[src/rtl/prog_state_machine_if.sv]
// Bus bundle for prog_state_machine: step/input/config controls in, state observation out.
// The controller drives i_* through the master modport; the FSM drives o_* through the slave modport.
interface prog_state_machine_if #(
   parameter int NUM_STATES = 5,
   parameter int STATE_W    = 3,
   parameter int IN_W       = 1,
   parameter int OUT_W      = 1,
   parameter int CNT_W      = 8
);
   logic                  i_step;
   logic [IN_W-1:0]       i_in;
   logic                  i_sync_clr;
   logic                  i_clr_err;
   logic                  i_cfg_we;
   logic [STATE_W-1:0]    i_cfg_state;
   logic [IN_W-1:0]       i_cfg_sym;
   logic [STATE_W-1:0]    i_cfg_next;
   logic                  i_cfg_out_we;
   logic [OUT_W-1:0]      i_cfg_out;
   logic [NUM_STATES-1:0] o_state_oh;
   logic [STATE_W-1:0]    o_state_idx;
   logic [OUT_W-1:0]      o_out;
   logic                  o_err;
   logic [CNT_W-1:0]      o_step_cnt;

   modport master (
      output i_step, i_in, i_sync_clr, i_clr_err,
             i_cfg_we, i_cfg_state, i_cfg_sym, i_cfg_next, i_cfg_out_we, i_cfg_out,
      input  o_state_oh, o_state_idx, o_out, o_err, o_step_cnt
   );

   modport slave (
      input  i_step, i_in, i_sync_clr, i_clr_err,
             i_cfg_we, i_cfg_state, i_cfg_sym, i_cfg_next, i_cfg_out_we, i_cfg_out,
      output o_state_oh, o_state_idx, o_out, o_err, o_step_cnt
   );
endinterface

[src/rtl/prog_state_machine.sv]
// Run-time programmable Moore FSM: next-state and output tables live in flops and are
// written through config ports; adds step enable, illegal-transition flag and step counter.
module prog_state_machine #(
   parameter int NUM_STATES  = 5,
   parameter int STATE_W     = 3,
   parameter int IN_W        = 1,
   parameter int OUT_W       = 1,
   parameter int RESET_STATE = 0,
   parameter int CNT_W       = 8
) (
   input logic                  i_flux,
   input logic                  i_reset,
   prog_state_machine_if.slave  bus
);
   localparam int SYMS    = 2**IN_W;
   localparam int ENTRIES = NUM_STATES * SYMS;
   localparam int AW      = STATE_W + IN_W;
   localparam logic [STATE_W-1:0] RST_IDX = STATE_W'(RESET_STATE);

   typedef logic [STATE_W-1:0] state_t;

   state_t             r_next_tbl [ENTRIES];
   logic [OUT_W-1:0]   r_out_tbl  [NUM_STATES];
   state_t             r_state;
   logic               r_err;
   logic [CNT_W-1:0]   r_cnt;

   logic [AW-1:0]      w_rd_addr;
   logic [AW-1:0]      w_wr_addr;
   state_t             w_nxt;
   logic               w_nxt_legal;
   logic               w_cfg_ok;

   function automatic logic [CNT_W-1:0] sat_inc(input logic [CNT_W-1:0] v);
      return (&v) ? v : v + CNT_W'(1);
   endfunction

   // Symbol count is a power of two, so {state, sym} is the row-major entry index.
   assign w_rd_addr   = {r_state, bus.i_in};
   assign w_wr_addr   = {bus.i_cfg_state, bus.i_cfg_sym};
   assign w_nxt       = r_next_tbl[w_rd_addr];
   assign w_nxt_legal = int'(w_nxt) < NUM_STATES;
   assign w_cfg_ok    = int'(bus.i_cfg_state) < NUM_STATES;

   always_ff @(posedge i_flux or negedge i_reset) begin
      if (!i_reset) begin
         r_state <= RST_IDX;
         r_err   <= 1'b0;
         r_cnt   <= '0;
         for (int i = 0; i < ENTRIES; i++) r_next_tbl[i] <= RST_IDX;
         for (int s = 0; s < NUM_STATES; s++) r_out_tbl[s] <= '0;
      end else begin
         // Table writes and the step read share the edge, so a step sees the old contents.
         if (w_cfg_ok && bus.i_cfg_we)     r_next_tbl[w_wr_addr]     <= bus.i_cfg_next;
         if (w_cfg_ok && bus.i_cfg_out_we) r_out_tbl[bus.i_cfg_state] <= bus.i_cfg_out;

         if (bus.i_clr_err) r_err <= 1'b0;

         if (bus.i_sync_clr) begin
            r_state <= RST_IDX;
            r_cnt   <= '0;
         end else if (bus.i_step) begin
            r_cnt <= sat_inc(r_cnt);
            if (w_nxt_legal) begin
               r_state <= w_nxt;
            end else begin
               r_state <= RST_IDX;
               r_err   <= 1'b1;
            end
         end
      end
   end

   assign bus.o_state_idx = r_state;
   assign bus.o_state_oh  = NUM_STATES'(1) << r_state;
   assign bus.o_out       = r_out_tbl[r_state];
   assign bus.o_err       = r_err;
   assign bus.o_step_cnt  = r_cnt;
endmodule

[src/flat_wrapper.sv]
// flat-port wrapper written by rule: the top's interface ports become plain ports
module prog_state_machine_flat 
#(
   parameter int NUM_STATES  = 5,
   parameter int STATE_W     = 3,
   parameter int IN_W        = 1,
   parameter int OUT_W       = 1,
   parameter int RESET_STATE = 0,
   parameter int CNT_W       = 8
)
  (i_flux, i_reset, bus_i_step, bus_i_in, bus_i_sync_clr, bus_i_clr_err, bus_i_cfg_we, bus_i_cfg_state, bus_i_cfg_sym, bus_i_cfg_next, bus_i_cfg_out_we, bus_i_cfg_out, bus_o_state_oh, bus_o_state_idx, bus_o_out, bus_o_err, bus_o_step_cnt);
  prog_state_machine_if #(.NUM_STATES(NUM_STATES), .STATE_W(STATE_W), .IN_W(IN_W), .OUT_W(OUT_W), .CNT_W(CNT_W)) bus_i ();
  input logic i_flux;
  input logic i_reset;
  input wire logic [$bits(bus_i.i_step)-1:0] bus_i_step;
  input wire logic [$bits(bus_i.i_in)-1:0] bus_i_in;
  input wire logic [$bits(bus_i.i_sync_clr)-1:0] bus_i_sync_clr;
  input wire logic [$bits(bus_i.i_clr_err)-1:0] bus_i_clr_err;
  input wire logic [$bits(bus_i.i_cfg_we)-1:0] bus_i_cfg_we;
  input wire logic [$bits(bus_i.i_cfg_state)-1:0] bus_i_cfg_state;
  input wire logic [$bits(bus_i.i_cfg_sym)-1:0] bus_i_cfg_sym;
  input wire logic [$bits(bus_i.i_cfg_next)-1:0] bus_i_cfg_next;
  input wire logic [$bits(bus_i.i_cfg_out_we)-1:0] bus_i_cfg_out_we;
  input wire logic [$bits(bus_i.i_cfg_out)-1:0] bus_i_cfg_out;
  output wire logic [$bits(bus_i.o_state_oh)-1:0] bus_o_state_oh;
  output wire logic [$bits(bus_i.o_state_idx)-1:0] bus_o_state_idx;
  output wire logic [$bits(bus_i.o_out)-1:0] bus_o_out;
  output wire logic [$bits(bus_i.o_err)-1:0] bus_o_err;
  output wire logic [$bits(bus_i.o_step_cnt)-1:0] bus_o_step_cnt;
  assign bus_i.i_step = bus_i_step;
  assign bus_i.i_in = bus_i_in;
  assign bus_i.i_sync_clr = bus_i_sync_clr;
  assign bus_i.i_clr_err = bus_i_clr_err;
  assign bus_i.i_cfg_we = bus_i_cfg_we;
  assign bus_i.i_cfg_state = bus_i_cfg_state;
  assign bus_i.i_cfg_sym = bus_i_cfg_sym;
  assign bus_i.i_cfg_next = bus_i_cfg_next;
  assign bus_i.i_cfg_out_we = bus_i_cfg_out_we;
  assign bus_i.i_cfg_out = bus_i_cfg_out;
  assign bus_o_state_oh = bus_i.o_state_oh;
  assign bus_o_state_idx = bus_i.o_state_idx;
  assign bus_o_out = bus_i.o_out;
  assign bus_o_err = bus_i.o_err;
  assign bus_o_step_cnt = bus_i.o_step_cnt;
  prog_state_machine #(.NUM_STATES(NUM_STATES), .STATE_W(STATE_W), .IN_W(IN_W), .OUT_W(OUT_W), .RESET_STATE(RESET_STATE), .CNT_W(CNT_W)) u_core (.i_flux(i_flux), .i_reset(i_reset), .bus(bus_i));
endmodule
[config.mk]
export PLATFORM = sky130hd
export DESIGN_NAME = prog_state_machine_flat
export DESIGN_NICKNAME = d
export VERILOG_FILES = /design/src/rtl/prog_state_machine_if.sv /design/src/rtl/prog_state_machine.sv /design/src/flat_wrapper.sv
export SDC_FILE = /design/constraint.sdc
export NUM_CORES = 1
export LEC_CHECK = 0
export ABC_AREA = 0
export BUFFER_PORTS_ARGS = -buffer_cell sky130_fd_sc_hd__buf_2
export CORE_MARGIN = 5
export CORE_UTILIZATION = 50
export CTS_CLUSTER_DIAMETER = 150
export DETAILED_ROUTE_END_ITERATION = 12
export PLACE_DENSITY_LB_ADDON = 0.15
export REMOVE_ABC_BUFFERS = 1
export SLEW_MARGIN = 20
export SYNTH_ARGS = -nofsm -noshare
export SYNTH_HDL_FRONTEND = slang
export SYNTH_SLANG_ARGS = --single-unit
[constraint.sdc]
create_clock -name i_flux -period 1.6 [get_ports i_flux]
set_input_delay 0.24 -clock i_flux [delete_from_list [all_inputs] [get_ports i_flux]]
set_output_delay 0.24 -clock i_flux [all_outputs]
set_load 0.05 [all_outputs]
==> flow_metrics.env <==
export IMPL_grt_max_degree=48
export IMPL_synth_most_common_cell="dfrtp_1"
export IMPL_required_ps=1800
export IMPL_cts_root_buf="clkbuf_8"
export IMPL_boundaryPins=34
export IMPL_cts_buffers=5
export IMPL_p_per_area_nw_per_um2=1184
export IMPL_crit_chain="buf_4, mux4_2, o22a_1, or3_4, o32ai_2"
export IMPL_yosysTopAreaCell="dfrtp_1"
export IMPL_track_usage_pct=18.43
export IMPL_start_kind="flop"
export IMPL_drive_gt1_share_pct=49.21
export IMPL_fin_cells=306
export IMPL_die_area_um2=6165
export IMPL_netlist_area_um2=2347
export IMPL_post_dp_cell_area_um2=2639
export IMPL_reg2reg_slack_ps=-250
export IMPL_hp_class="in2async"
export IMPL_ir_drop_v=0.0007261
export IMPL_nets=268
export IMPL_drtAntennaViolNets=0
export IMPL_routed_wl_um=5247
export IMPL_num_vias=1705
export IMPL_setup_worst_path_class="reg2reg"
export IMPL_syn_avg_cell_area_um2=12.10
export IMPL_clock_skew_ps=8.700
export IMPL_cts_sinks=47
export IMPL_async_flop_share_pct=100.0
export IMPL_max_cap_viol_count=0
export IMPL_dp_hpwl_um=3856
export IMPL_synth_seq_cells=47
export IMPL_grt_pass1_wl_um=8963
export IMPL_htree_num_levels=2
export IMPL_fin_util_pct=64.35
export IMPL_post_place_ws_ps=-322.7
export IMPL_viasPerCell=5.572
export IMPL_setup_viol=7
export IMPL_cts_buffer_depth=2
export IMPL_critical_path_cell_count=5
export IMPL_power_mw=3.529
export IMPL_path_clk_slew_ps=80
export IMPL_maxSlewViolCount=0
export IMPL_drc=0
export IMPL_dr_pass1_iters=4
export IMPL_synth_common_cells="dfrtp_1 (47), mux2_2 (38), nor2_1 (18)"
export IMPL_routabilityCongestion=0.8800
export IMPL_path_buf_inv=1
export IMPL_relSlewSlack_pct=60.35
export IMPL_p_leak_nw=1.381
export IMPL_status="finished with violations"
export IMPL_reg2regPathDepth=5
export IMPL_regArea_um2=1177
export IMPL_cpPeakStageDelay_ps=490
export IMPL_ys_types=39
export IMPL_synthTopCellsByArea="dfrtp_1 (50%), mux2_2 (18%), mux2i_1 (4.7%)"
export IMPL_grt_busiest_layer="met2"
export IMPL_diodes=0
export IMPL_crit_family="multiplexers"
export IMPL_synth_ff_type="dfrtp_1"
export IMPL_ys_warn_count=0
export IMPL_first_global_vias=1822
export IMPL_routedWlPerCell_um=17.15
export IMPL_fin_crit_sh_pct=115.7
export IMPL_synth_seq_area_share_pct=50.11
export IMPL_core_area_um2=4629
export IMPL_clk_latency_ps=290
export IMPL_arrival_ps=2050
export IMPL_grt_use_met2_pct=30.56
export IMPL_synth_edf_count=0
export IMPL_die_w_um=78.52
export IMPL_failed_checks="negative setup slack"
export IMPL_slowest_stage="mux4_2"
export IMPL_met1_usage_pct=24.63
export IMPL_multi_input_area_um2=1176
export IMPL_start_util_pct=50.70
export IMPL_hold_viol=0
export IMPL_rsz0062_at_grt="yes"
export IMPL_grt_overflow_total=0
export IMPL_area_growth_pct=26.92
export IMPL_die_y_um=78.52
export IMPL_period_needed_ps=1850
export IMPL_place_inst=289
export IMPL_synthCells=194
export IMPL_cp_max_fo=2
export IMPL_fin_ws_ps=-250.4
export IMPL_endpoint_kind="flop"
export IMPL_clock_fmax_mhz=540.4
export IMPL_cts_tree="built"
export IMPL_drt_initial_drc_count=106
export IMPL_use_met3_pct=4.128
export IMPL_port_buffer_count=33
export IMPL_worst_slew_pin_slew_ps=594.7
export IMPL_netlist_area_leader_share_pct=50.11
export IMPL_nFillCells=360
export IMPL_final_area_um2=2979
export IMPL_fp_row_count=25
export IMPL_antenna_found_initial=0
[state kept, by name, summed over array words and instances, names as in the netlist]
| register | count |
|---|---|
| u_core.r_out_tbl | 5 |
| u_core.bus.o_err | 1 |
| u_core.bus.o_state_idx | 3 |
| u_core.r_next_tbl | 30 |
| u_core.bus.o_step_cnt | 8 |
[report_power, final]
group | switching (mW) | internal, mW
clock network | 0.368 | 0.394
logic | 0.611 | 0.605
registers | 0.136 | 1.41
total | 1.11 | 2.41
[logic make-up after synthesis]
kind of cell    after synthesis  synth area share, %
simple gates                 59                12.85
compound gates               17                5.278
flops                        47                50.11
xor+xnor                      5                1.866
fa+ha+maj                     1               0.5330
mux                          52                25.80
buf+inv                      13                3.571
[path summary, 6_finish.rpt]
| check | to | from |
|---|---|---|
| worst min register to register | u_core.r_next_tbl[1] | u_core.r_next_tbl[1] |
| min in group i_flux | u_core.bus.o_err | bus_i_clr_err |
| worst max-delay path | u_core.bus.o_state_idx[2] | u_core.bus.o_state_idx[0] |
| worst min-delay path | u_core.bus.o_err | i_reset |
| max in group asynchronous | u_core.bus.o_state_idx[1] | i_reset |
| worst max register to register | u_core.bus.o_state_idx[2] | u_core.bus.o_state_idx[0] |
[layout by cell type, fill, tap and decap left out, types with 2 or more instances in the layout]
| master | instances |
|---|---|
| buf_8 | 3 |
| nand2b_1 | 4 |
| nand4_1 | 2 |
| nand3_1 | 6 |
| xor2_1 | 4 |
| dfrtp_1 | 46 |
| mux4_2 | 3 |
| mux2_2 | 38 |
| mux2i_1 | 11 |
| nand2_1 | 9 |
| nor2_1 | 15 |
| buf_6 | 12 |
| nand2b_4 | 2 |
| nor2_4 | 3 |
| nor2b_1 | 2 |
| nand3b_1 | 2 |
| nor3_1 | 4 |
| buf_4 | 17 |
| a21oi_1 | 4 |
| o22ai_2 | 3 |
| inv_1 | 3 |
| buf_2 | 27 |
| clkbuf_8 | 7 |
[repair_timing]
item,CTS,global route
setup buffers,9,0
hold buffers,0,0
resized for setup,36,9
pin swaps,3,1
setup endpoints to repair,10,15
[layout make-up]
class                      count  area share [%]
sequential                    47           39.52
multi-input combinational    134           39.48
timing repair buffer          59           14.87
clock buffer                   8           3.360
tap                           54           2.268
inverter                       4          0.5040
[layer usage]
layer  share of wire [%]  vias up
met2                  51       31
met5                   0        -
li1                    -      816
met3                 3.0        6
met4                0.91        0
met1                  45      852
[stage by stage]
| step | TNS [ps] | hold WS (ps) |
|---|---|---|
| finish | -869.5 | 23.80 |
| floorplan | -4394 | -55.59 |
| CTS | -864.2 | 39.62 |
| global placement | -749.4 | 349.3 |
| global route | -1611 | 71.53 |
| detailed placement | -1002 | 363.0 |
(Power assumes the default switching activity.)
